--- src/rtl/stepper_pkg.sv ---
// Shared types and widths for the two-axis stepper driver.
// Axis state encoding, speed-field width and position width live here.
package stepper_pkg;

  localparam int SPEED_W = 24;
  localparam int POS_W   = 32;

  typedef enum logic [1:0] {
    IDLE  = 2'd0,
    SETUP = 2'd1,
    HIGH  = 2'd2,
    LOW   = 2'd3
  } axisState_t;

  // The step period never drops below minPeriod, so the low phase always lasts at least one clock.
  function automatic logic [SPEED_W-1:0] clampPeriod(input logic [SPEED_W-1:0] speed,
                                                     input int minPeriod);
    return (speed < SPEED_W'(minPeriod)) ? SPEED_W'(minPeriod) : speed;
  endfunction

endpackage

--- src/rtl/stepper_driver_if.sv ---
// Command and motor-side signal bundle for the two-axis stepper driver.
// All signals are level-driven; there is no valid/ready handshake on this bus.
interface stepper_driver_if;
  import stepper_pkg::*;

  logic [31:0]      xSpeed;
  logic [31:0]      xDirection;
  logic [31:0]      ySpeed;
  logic [31:0]      yDirection;
  logic             zero_pos;
  logic             xStep;
  logic             yStep;
  logic             xDir;
  logic             yDir;
  logic [POS_W-1:0] xPos;
  logic [POS_W-1:0] yPos;
  logic             xBusy;
  logic             yBusy;
  axisState_t       xState;
  axisState_t       yState;

  modport master (
    output xSpeed, xDirection, ySpeed, yDirection, zero_pos,
    input  xStep, yStep, xDir, yDir, xPos, yPos, xBusy, yBusy, xState, yState
  );

  modport slave (
    input  xSpeed, xDirection, ySpeed, yDirection, zero_pos,
    output xStep, yStep, xDir, yDir, xPos, yPos, xBusy, yBusy, xState, yState
  );

endinterface

--- src/rtl/stepper_axis.sv ---
// One stepper axis: IDLE/SETUP/HIGH/LOW sequencer, phase counter, latched period,
// direction register and signed position counter.
module stepper_axis
  import stepper_pkg::*;
#(
  parameter int STEP_HIGH  = 100,
  parameter int DIR_SETUP  = 50,
  parameter int MIN_PERIOD = 200
) (
  input  logic             clock,
  input  logic             ctrl_reset,
  input  logic [31:0]      speed,
  input  logic [31:0]      direction,
  input  logic             zeroPos,
  output logic             step,
  output logic             dir,
  output logic             busy,
  output logic [POS_W-1:0] pos,
  output axisState_t       state
);

  logic [SPEED_W-1:0] spd;
  logic               dirReq;
  logic               unusedBits;

  assign spd        = speed[SPEED_W-1:0];
  assign dirReq     = direction[0];
  assign unusedBits = ^{speed[31:SPEED_W], direction[31:1]};

  axisState_t         nextState;
  logic               nextDir;
  logic               phaseDone;
  logic               enterHigh;
  logic [SPEED_W-1:0] cnt;
  logic [SPEED_W-1:0] period;
  logic [SPEED_W-1:0] lowLen;

  always_comb begin
    nextState = state;
    nextDir   = dir;
    phaseDone = 1'b0;
    lowLen    = period - SPEED_W'(STEP_HIGH);
    case (state)
      IDLE:    phaseDone = 1'b1;
      SETUP:   phaseDone = (cnt == SPEED_W'(DIR_SETUP - 1));
      HIGH:    phaseDone = (cnt == SPEED_W'(STEP_HIGH - 1));
      LOW:     phaseDone = (cnt == lowLen - SPEED_W'(1));
      default: phaseDone = 1'b1;
    endcase
    if (phaseDone) begin
      case (state)
        HIGH:  nextState = LOW;
        SETUP: nextState = (spd != '0) ? HIGH : IDLE;
        // IDLE and end-of-LOW share one decision: stop, turn around, or step again.
        default: begin
          if (spd == '0) begin
            nextState = IDLE;
          end else if (dirReq != dir) begin
            nextState = SETUP;
            nextDir   = dirReq;
          end else begin
            nextState = HIGH;
          end
        end
      endcase
    end
    enterHigh = (nextState == HIGH) && (state != HIGH);
  end

  always_ff @(posedge clock) begin
    if (ctrl_reset) begin
      state  <= IDLE;
      cnt    <= '0;
      period <= '0;
      dir    <= 1'b0;
      step   <= 1'b0;
      pos    <= '0;
    end else begin
      state <= nextState;
      dir   <= nextDir;
      step  <= (nextState == HIGH);
      if ((nextState != state) || (state == IDLE)) begin
        cnt <= '0;
      end else begin
        cnt <= cnt + SPEED_W'(1);
      end
      if (enterHigh) begin
        period <= clampPeriod(spd, MIN_PERIOD);
      end
      // A clear coinciding with a step entry wins; that step is not counted.
      if (zeroPos) begin
        pos <= '0;
      end else if (enterHigh) begin
        pos <= nextDir ? pos + POS_W'(1) : pos - POS_W'(1);
      end
    end
  end

  assign busy = (state != IDLE);

endmodule

--- src/rtl/stepper_driver.sv ---
// Two independent stepper axes sharing only clock, reset and the position-clear strobe.
module stepper_driver
  import stepper_pkg::*;
#(
  parameter int STEP_HIGH  = 100,
  parameter int DIR_SETUP  = 50,
  parameter int MIN_PERIOD = 200
) (
  input logic              clock,
  input logic              ctrl_reset,
  stepper_driver_if.slave  bus
);

  stepper_axis #(
    .STEP_HIGH (STEP_HIGH),
    .DIR_SETUP (DIR_SETUP),
    .MIN_PERIOD(MIN_PERIOD)
  ) xAxis (
    .clock     (clock),
    .ctrl_reset(ctrl_reset),
    .speed     (bus.xSpeed),
    .direction (bus.xDirection),
    .zeroPos   (bus.zero_pos),
    .step      (bus.xStep),
    .dir       (bus.xDir),
    .busy      (bus.xBusy),
    .pos       (bus.xPos),
    .state     (bus.xState)
  );

  stepper_axis #(
    .STEP_HIGH (STEP_HIGH),
    .DIR_SETUP (DIR_SETUP),
    .MIN_PERIOD(MIN_PERIOD)
  ) yAxis (
    .clock     (clock),
    .ctrl_reset(ctrl_reset),
    .speed     (bus.ySpeed),
    .direction (bus.yDirection),
    .zeroPos   (bus.zero_pos),
    .step      (bus.yStep),
    .dir       (bus.yDir),
    .busy      (bus.yBusy),
    .pos       (bus.yPos),
    .state     (bus.yState)
  );

endmodule

--- src/flat_wrapper.sv ---
// flat-port wrapper written by rule: the top's interface ports become plain ports
module stepper_driver_flat import stepper_pkg::*;
#(
  parameter int STEP_HIGH  = 100,
  parameter int DIR_SETUP  = 50,
  parameter int MIN_PERIOD = 200
)
  (clock, ctrl_reset, bus_xSpeed, bus_xDirection, bus_ySpeed, bus_yDirection, bus_zero_pos, bus_xStep, bus_yStep, bus_xDir, bus_yDir, bus_xPos, bus_yPos, bus_xBusy, bus_yBusy, bus_xState, bus_yState);
  stepper_driver_if bus_i ();
  input logic clock;
  input logic ctrl_reset;
  input wire logic [$bits(bus_i.xSpeed)-1:0] bus_xSpeed;
  input wire logic [$bits(bus_i.xDirection)-1:0] bus_xDirection;
  input wire logic [$bits(bus_i.ySpeed)-1:0] bus_ySpeed;
  input wire logic [$bits(bus_i.yDirection)-1:0] bus_yDirection;
  input wire logic [$bits(bus_i.zero_pos)-1:0] bus_zero_pos;
  output wire logic [$bits(bus_i.xStep)-1:0] bus_xStep;
  output wire logic [$bits(bus_i.yStep)-1:0] bus_yStep;
  output wire logic [$bits(bus_i.xDir)-1:0] bus_xDir;
  output wire logic [$bits(bus_i.yDir)-1:0] bus_yDir;
  output wire logic [$bits(bus_i.xPos)-1:0] bus_xPos;
  output wire logic [$bits(bus_i.yPos)-1:0] bus_yPos;
  output wire logic [$bits(bus_i.xBusy)-1:0] bus_xBusy;
  output wire logic [$bits(bus_i.yBusy)-1:0] bus_yBusy;
  output wire logic [$bits(bus_i.xState)-1:0] bus_xState;
  output wire logic [$bits(bus_i.yState)-1:0] bus_yState;
  assign bus_i.xSpeed = bus_xSpeed;
  assign bus_i.xDirection = bus_xDirection;
  assign bus_i.ySpeed = bus_ySpeed;
  assign bus_i.yDirection = bus_yDirection;
  assign bus_i.zero_pos = bus_zero_pos;
  assign bus_xStep = bus_i.xStep;
  assign bus_yStep = bus_i.yStep;
  assign bus_xDir = bus_i.xDir;
  assign bus_yDir = bus_i.yDir;
  assign bus_xPos = bus_i.xPos;
  assign bus_yPos = bus_i.yPos;
  assign bus_xBusy = bus_i.xBusy;
  assign bus_yBusy = bus_i.yBusy;
  assign bus_xState = bus_i.xState;
  assign bus_yState = bus_i.yState;
  stepper_driver #(.STEP_HIGH(STEP_HIGH), .DIR_SETUP(DIR_SETUP), .MIN_PERIOD(MIN_PERIOD)) u_core (.clock(clock), .ctrl_reset(ctrl_reset), .bus(bus_i));
endmodule
--- config.mk ---
export PLATFORM = sky130hd
export DESIGN_NAME = stepper_driver_flat
export DESIGN_NICKNAME = d
export VERILOG_FILES = /design/src/rtl/stepper_pkg.sv /design/src/rtl/stepper_driver_if.sv /design/src/rtl/stepper_axis.sv /design/src/rtl/stepper_driver.sv /design/src/flat_wrapper.sv
export SDC_FILE = /design/constraint.sdc
export NUM_CORES = 1
export LEC_CHECK = 0
export ABC_AREA = 1
export CORE_AREA = 2 2 194 177
export DETAILED_ROUTE_END_ITERATION = 6
export DIE_AREA = 0 0 196 179
export PLACE_DENSITY = 0.71
export SLEW_MARGIN = 15
export SYNTH_ARGS = -nofsm -noshare
export SYNTH_HDL_FRONTEND = slang
export SYNTH_SLANG_ARGS = --single-unit
export TNS_END_PERCENT = 10
--- constraint.sdc ---
create_clock -name clock -period 8.4 [get_ports clock]
set_clock_uncertainty 0.2 [all_clocks]
set_input_delay 1.68 -clock clock [delete_from_list [all_inputs] [get_ports clock]]
set_output_delay 1.68 -clock clock [all_outputs]
set_load 0.1 [all_outputs]
* After elaboration in Yosys (flattened, before gate mapping) *
Index checks and enable logic that the tools add are counted.

operators by class
  equal/unequal tests = 20
  mux-type cells = 24
  add/sub/neg operators = 10
  $lt $le $gt $ge = 2
  reduce and logical (&&, ||, !) cells = 17

operator list
  kind                                                                    count
  32-bit by 1-bit adder with 32-bit output (second input constant)        2
  32-bit two-way mux                                                      2
  32-bit by 1-bit subtractor with 32-bit output (second input constant)   2
  24-bit by 1-bit adder with 24-bit output (second input constant)        2
  24-bit == test                                                          2
  24-bit by 6-bit == test with 1-bit output (second input constant)       2
  24-bit by 7-bit == test with 1-bit output (second input constant)       2
  24-bit zero test                                                        2
  24-bit by 8-bit < comparator with 1-bit output (second input constant)  2
  24-bit two-way mux                                                      2
  24-bit nonzero test                                                     2
  24-bit by 1-bit subtractor with 24-bit output (second input constant)   2
  24-bit by 7-bit subtractor with 24-bit output (second input constant)   2
  2-bit two-way mux                                                       8
  2-bit == test (second input constant)                                   6
  2-bit OR reduction                                                      5
  1-bit two-way mux                                                       8
  1-bit case mux with 4 select lines                                      2
  2-bit case mux with 2 select lines                                      2
  2-bit by 1-bit == test with 1-bit output (second input constant)        2
  2-bit zero test                                                         2
  2-bit != test                                                           2
  2-bit != test (second input constant)                                   2
  2-bit nonzero test                                                      2
  other kinds (3)                                                         6

word-level totals
  register bits = 168
  input port bits = 131
  word-level logic and storage cells = 85
  output and inout port bits = 74

* Longest topological paths before layout *
Gate-level depths: netlist (run 1).

  depth after elaboration = 8
  gate-level depth with buffers = 36
  mapped depth without buffers = 35

* By module *
Synthesis (run 1) repeated with hierarchy kept, for this count alone.

unflattened totals
  cell total of the unflattened synthesis = 2160
  area total of the unflattened synthesis = 12987.5 um^2

by module, submodules not included
  module        cells an instance  area an instance (um^2)  times used  sequential area each (um^2)
  stepper_axis  1080               6493.7                   2           1681.6

* Worst setup path after synthesis (run 1) *
Ideal clock, no wire load.

  kind = input-to-reg
  start = in bus_xSpeed[16]
  end = reg u_core.xAxis.pos[28]
  slack = 4.087 ns
  stages on the path = 22
  required time = 8.080 ns
  data arrival time = 3.993 ns
  library setup time = 0.120 ns
  path buffers = 1
  cells stage by stage = nor4_1 -> nand2_1 -> nor3_1 -> nand3_1 -> o21ai_0 -> nand2_1 -> nand2_1 -> inv_1 -> nand2_2 -> nand2_2 -> buf_4 -> nand2_1 -> nand2_1 -> nor2_1 -> nand2_1 -> or2_1 -> nand3_2 -> nand2_1 -> nand3_1 -> nand2_1 -> nor2_1 -> nor2_1

between the ends
  cells in the longest elaborated chain, start to end = 6
  elaborated cells on any way between the ends = 12
  those cells by class = 1 x eq/ne; 8 x mux; 3 x reduce/logical

ends and longest elaborated chain
  item                                                     RTL line                                source
  from (decl)                                              flat_wrapper.sv:12                      input wire logic [$bits(bus_i.xSpeed)-1:0] bus_xSpeed;
  24-bit zero test or 24-bit nonzero test (tied branches)  stepper_axis.sv:56, stepper_axis.sv:53
  2-bit two-way mux, on equally long branches              stepper_axis.sv:56, stepper_axis.sv:53
  2-bit case mux with 2 select lines                       stepper_axis.sv:51                      case (state)
  2-bit two-way mux                                        stepper_axis.sv:50                      if (phaseDone) begin
  2-bit == test                                            stepper_axis.sv:67                      enterHigh = (nextState == HIGH) && (state != HIGH);
  1-bit logical AND                                        stepper_axis.sv:67
  to (signal assigned)                                     stepper_axis.sv:94                      pos <= nextDir ? pos + POS_W'(1) : pos - POS_W'(1);
  to (decl)                                                stepper_axis.sv:18                      output logic [POS_W-1:0] pos,

Several ways; a longest one is shown, not always the timed one.
A chain may end at the register's enable or synchronous reset.

* Final worst setup path (run 1) *
  start = in bus_xSpeed[17]
  end = reg u_core.xAxis.pos[27]

Same word-level chain as after synthesis.

==> results of run 1 <==
[registers in the layout, summed over array words and instances (netlist names), 2 cells and up]
| signal | count |
|---|---|
| u_core.xAxis.period | 24 |
| u_core.yAxis.period | 24 |
| u_core.xAxis.state | 2 |
| u_core.yAxis.pos | 32 |
| u_core.xAxis.cnt | 24 |
| u_core.xAxis.pos | 32 |
| u_core.yAxis.state | 2 |
| u_core.yAxis.cnt | 24 |
[worst min path at each step]
stage,startpoint,to,slack (ps),cells past startpoint
2_1_floorplan,u_core.xAxis.cnt[0],u_core.xAxis.cnt[0],220,1
3_3_place_gp,u_core.xAxis.cnt[0],u_core.xAxis.cnt[0],230,1
3_5_place_dp,u_core.xAxis.cnt[0],u_core.xAxis.cnt[0],230,1
4_1_cts,u_core.xAxis.cnt[0],u_core.xAxis.cnt[0],250,1
5_1_grt,u_core.xAxis.cnt[0],u_core.xAxis.cnt[0],280,1
6_report,u_core.xAxis.cnt[0],u_core.xAxis.cnt[0],240,1
[cells by family (layout without fill, tap and decap cells)]
kind of cell    Yosys count  in the layout  share of synthesized area
buf+inv                 395            495                     0.1217
fa+ha+maj                16             16                    0.01530
flops                   168            168                     0.2571
xor+xnor                 51             51                    0.03472
simple gates           1199           1199                     0.4119
other cells               0              3                          0
compound gates          360            360                     0.1593
[layout make-up]
type,instances,area [um2]
tap,429,536.8
clock inverter,12,118.9
antenna,3,7.507
fill,3497,18130
timing repair buffer,135,1329
clock buffer,19,442.9
sequential,168,3363
inverter,329,1236
multi-input combinational,1626,8143
[worst reg2reg max path: cells and delay by family (launching register included)]
| kind | cells | cell delay [ps] |
|---|---|---|
| adders and majority gates | 1 | 190 |
| AOI/OAI and AO/OA | 1 | 200 |
| and+or+nand+nor | 26 | 3720 |
| buffers and inverters | 4 | 250 |
| DFF | 1 | 360 |
[cells in the final DEF, fill, tap and decap left out, types with 4 or more instances in the layout]
cell and count:
xnor2_1 20, a211oi_1 16, nand3b_1 6, nor2_1 205, nor3b_1 25, clkbuf_16 17
nand4_1 56, nand2_4 6, nor3_1 24, nor4_1 15, nand3_2 6, nor2_2 13
clkdlybuf4s50_1 126, a31oi_1 6, nand2_1 598, o41ai_1 51, o21ai_1 35, a21oi_1 139
dfxtp_1 168, nand3_1 182, o21a_1 4, buf_4 9, xor2_1 30, nand2_2 34
o21ai_0 98, inv_2 8, ha_1 16, nor2_4 9, inv_1 320, inv_6 4
and2_1 12
[metal layers]
| layer | vias to the layer above | wire, um |
|---|---|---|
| met4 | 2 | 569 |
| met5 | - | 15 |
| met2 | 453 | 16730 |
| met3 | 40 | 2709 |
| li1 | 7336 | - |
| met1 | 6472 | 18180 |
[metrics by stage]
step | hold WS, ps | setup WS (ps) | utilization
after floorplan | 217.3 | 4087 | -
final | 242.3 | 2337 | 0.4556
after global placement | 230.9 | 2047 | 0.4381
after global routing | 281.5 | 1916 | 0.4554
after CTS | 249.3 | 2408 | 0.4550
after detailed placement | 234.2 | 1970 | 0.4381
==> results.md, run 1 <==
* Cell variety after synth at 45
* Dpl cells at 2687
* Placer Congestion at between 0.9 and 1
* Crit path cell chain: clkdlybuf4s50_1 > nor4_1 > nand2_1 > nor3_1 > nand3_1 > o21ai_0 > nand2_1 > nand2_1 > inv_1 > nand2_2 > nand2_2 > nand2_1 > nand2_1 > o21ai_0 > nand2_1 > nand2_1 > nand2_1 > nand2_2 > nand2_1 > nand3_1 > nand3_1 > nand2_1 > inv_1
* Largest delay share family, worst path: simple AND/OR/NAND/NOR gates
* Largest net degree at the start of global routing at 90
* Fin crit period at 6063 ps
* Layout cells sized above 1 at 0.05461
* Core ar. at 33310 um2
* 1st-iter DRT viols at around 1300
* Critical R2R Launch: u_core.xAxis.period[0]
* WP depth at 23
* Setup crit end: u_core.xAxis.pos[27]
* Die W at approximately 200 um
* Port Buffers at 126
* Avg Inst Size Synth at around 6 um2
* GR Util met1 at 0.2992
* Critical Path Most Common Cell: nand2_1
* Grt ovf at 0
* Post-CTS Hold Buffers at 0
* Antenna-violating nets left at 0
* GRT Total Usage at 0.2157
* Num CTS Buffers at 17
* Total clock sinks at between 150 and 200
* Sequential-to-total area share from yosys stat at 0.2571
* CTS Buffer Depth at 2
* DRC at 0
* Clock slew at reported path FFs at around 70 ps
* Number of vias per cell at ~5.3
* Post-DP HPWL at 28180 um
* Syn. warnings at 0
* Commonest cells in the netlist: nand2_1, inv_1, nor2_1, nand3_1, dfxtp_1
* Placed cell areas at between 10000 and 15000 um2
* Placement Rows at between 60 and 70
* Die span in y at about 180 um
* WL per Instance at roughly 14 um
* Crit path DAT at between 6000 and 7000 ps
* Count leader, synth: nand2_1
* CTS tree: done
* Clk Latency, worst-skew pair at 440 ps
* CP startpoint kind: input pin
* Met2 Usage GRT at 0.3433
* Post-synth EDFFs at 0
* Slew HR at 0.2350
* Initial antenna violation count at 4
* Net count reported at finish at about 2400
* Yosys top cell area share at 0.2571
* RR Endpoint: u_core.xAxis.pos[27]
* #FFs+latches synth at approximately 170
* Met3 usage at 0.04157
* Die area at ~35000 um2
* Synth area leaders: dfxtp_1, nand2_1, inv_1
* IO Count at 205
* Synth area leader: dfxtp_1
* Post-synthesis cell area at approximately 13000 um2
* Worst Path Buf+Inv at 3
* Reg2Reg Depth at 32
* Vias in the first global route at around 13000
* RSZ-0062 raised after global routing: false
* Highest-delay cell along the critical path: nand2_2
* Final hold vios at 0
* Synth Instances at approximately 2200
* Nature of the critical path endpoint: register
* CTS root buf: clkbuf_16
* DR vias at approximately 14000
* Finished layout cell area at 15180 um2
* Syn-to-layout area delta at 16.03%
* Setup_tns at 0 ps
* Setup Viol. Count Final at 0
* 1st-pass router iterations at 6
* Fin. max-slew vios at 0
* CP startpoint: bus_xSpeed[17]
* Max incr delay on CP at about 660 ps
* Internal reg-to-reg setup slack at 3370 ps
* Required time worst endpoint at ~8500 ps
* Crit Path Category: input pin to register
* Final period util at 0.7218
* Worst slew pin tran at around 1100 ps
* Ys flop type: dfxtp_1
* Asr flop ratio synth at 0
* Synthesized net count at approximately 2300
* Max Fclk at roughly 0.16 GHz
* Crit path max fanout at 59
* Initial Utilization at 0.3927
* H-tree level count at 4
* Drt total wl at ~38000 um
* GRT busiest layer: met2
* Hold/Removal Path Class: register to register
* First-pass GRT wire length at 62220 um
* Fin cells at about 2700
* Outcome: finished, final reports clean
* Max-Cap Viols at 0
* Post-CTS setup buffer count at 0
* Cts repair resizes at 0
Power of run 1 is left out: the tool's default activity adds up to more than one toggle a clock period on the data nets, which glitch-free logic cannot reach.
==> run 2: changes to the inputs <==
Clock period 8.4 ns to 5.8 ns, I/O delays scaled along.
==> run 2 against run 1 <==
Register-to-register slack worse by 2000 ps; count of clock-buffer cells in the layout stayed put; wire length increased by 0.91%; final cell count rose by 0.18%; sequential share of layout area down 0.15 points; core utilization is 0.31 points higher; global-route usage up 0.59 points; non-clock buffer count increased by 6; sequential cell count unchanged.
==> results.md, run 2 (synthesis gave the netlist of run 1 again) <==
* Crit path max fanout at 20 (was 59)
* Required time worst endpoint at 5930 ps (was 8530 ps)
* Reg2Reg Depth at 35 (was 32)
* Cts repair resizes at 0 (unchanged)
* Largest regs: u_core.xAxis.pos (32), u_core.yAxis.pos (32) (unchanged)
* Placer Congestion at 0.9549 (was 0.9210)
* CTS tree: done (unchanged)
* DR vias at 14420 (was 14300)
* Largest net degree at the start of global routing at 56 (was 90)
* Post-CTS setup buffer count at 0 (unchanged)
* RSZ-0062 raised after global routing: false (unchanged)
* Hold/Removal Path Class: register to register (unchanged)
* Final worst-path setup slack at 798.2 ps (was 2337 ps)
* CP startpoint kind: input pin (unchanged)
* 1st-iter DRT viols at 1161 (was 1268)
* Max Fclk at ~0.2 GHz
* Outcome: finished, final reports clean (unchanged)
* Final hold vios at 0 (unchanged)
* Grt ovf at 0 (unchanged)
* Crit path DAT at 5130 ps (was 6190 ps)
* Initial Utilization at 0.3927 (unchanged)
* Clock slew at reported path FFs at 70 ps (about the same)
* Number of vias per cell at 5.291 (was 5.257)
* Final period util at 0.8624
* Syn-to-layout area delta at 16.82% (was 16.03%)
* CTS Buffer Depth at 2 (unchanged)
* Fillers at 3494 (was 3497)
* First-pass GRT wire length at 63910 um (was 62220 um)
* Port Buffers at 126 (unchanged)
* Fin crit period at approximately 5000 ps
* CTS root buf: clkbuf_16 (unchanged)
* Drt total wl at 38550 um (was 38200 um)
* Die W at 196 um (unchanged)
* Final core utilization at 0.4587 (was 0.4556)
* Area of the multi-input gates at 8132 um2 (was 8143 um2)
* Antenna-violating nets left at 0 (unchanged)
* Max-Cap Viols at 0 (unchanged)
* Net count reported at finish at 2430 (was 2424)
* Crit Path Category: input pin to register (unchanged)
* H-tree level count at 4 (unchanged)
* Layout cells sized above 1 at 0.05667 (was 0.05461)
* Vias in the first global route at 13200 (was 12760)
* Post-DP HPWL at 28750 um (was 28180 um)
* Fin. max-slew vios at 0 (unchanged)
* IO Count at 205 (unchanged)
* Core ar. at 33310 um2 (unchanged)
* Setup Viol. Count Final at 0 (unchanged)
* Commonest non-fill, non-tap cell in the layout: nand2_1 (unchanged)
* WL per Instance at 14.14 um (was 14.04 um)
* Die span in y at 179 um (unchanged)
* Clk Latency, worst-skew pair at 440 ps (about the same)
* Total clock sinks at 168 (unchanged)
* GRT Total Usage at 0.2216 (was 0.2157)
* Initial antenna violation count at 5 (was 4)
* Num CTS Buffers at 17 (unchanged)
* WHS Path Cells at 1 (unchanged)
* DRC at 0 (unchanged)
* Slew HR at 0.2952 (was 0.2350)
* Reg area at 3363 um2 (unchanged)
* Post-CTS Hold Buffers at 0 (unchanged)
* 1st-pass router iterations at 5 (was 6)
* Nature of the critical path endpoint: register (unchanged)
* Setup_tns at 0 ps (unchanged)
* Placement Rows at 64 (unchanged)
* Worst slew pin tran at 1054 ps (was 1143 ps)
* Die area at 35080 um2 (unchanged)
* Commonest non-fill, non-tap cells in the layout: nand2_1, inv_1, nor2_1 (unchanged)
* Post-placement setup slack at 457.2 ps (was 1970 ps)
-- run 2: cell count changes in the layout (fill, tap and decap cells not counted) --
cell	previous run	this run
clkinv_2	2	3
clkinvlp_4	3	2
buf_4	9	12
inv_6	4	1
o221ai_2	0	1
o221ai_4	1	0
bufinv_16	1	3
buf_12	0	3
-- run 2: worst paths after layout --
kind         slack [ps]                   end                   start
min reg2reg         250   u_core.xAxis.cnt[0]     u_core.xAxis.cnt[0]
max                 800  u_core.xAxis.pos[28]          bus_xSpeed[20]
min                 250   u_core.xAxis.cnt[0]     u_core.xAxis.cnt[0]
max reg2reg        1380  u_core.xAxis.pos[27]  u_core.xAxis.period[0]
-- run 2: layer usage --
metal | global-route usage | share of wire | vias up
li1 | - | - | 7339
met1 | 0.2978 | 0.47 | 6566
met2 | 0.3600 | 0.44 | 461
met3 | 0.04421 | 0.068 | 53
met4 | 0.06534 | 0.017 | 4
met5 | 0 | 0.00067 | -
-- run 2: worst max-delay path: stages --
cell and delay, ps:
clkdlybuf4s50_1 440, nor4_1 310, nand2_1 90, nor3_1 520, nand3_1 350, o21ai_0 240, nand2_1 60, nand2_1 90
inv_1 60, nand2_2 120, nand2_2 160, buf_4 250, nand2_1 80, nand2_1 90, nor2_1 180, inv_1 80
nor2_1 160, nand3_1 130, nand3_2 140, nand2_1 120, nand3_1 80, nand2_1 50, nor2_1 100, nor2_1 50
-- run 2: final cells by class --
| cell class | instances | area share |
|---|---|---|
| Antenna cell | 3 | 0.0004913 |
| Timing Repair Buffer | 141 | 0.09237 |
| Multi-Input combinational cell | 1626 | 0.5322 |
| Tap cell | 429 | 0.03513 |
| Clock buffer | 19 | 0.02899 |
| Inverter | 329 | 0.08090 |
| Clock inverter | 11 | 0.009826 |
| Sequential cell | 168 | 0.2201 |
-- run 2: metrics by stage --
step,std cells,hold slack [ps],area (um2)
3_3_place_gp,2693,230.5,14680
4_1_cts,2723,256.1,15270
2_1_floorplan,2189,217.3,13080
6_report,2726,253.1,15280
5_1_grt,2724,297.6,15270
3_5_place_dp,2693,245.0,14680
Power of run 2 is left out for the same reason.
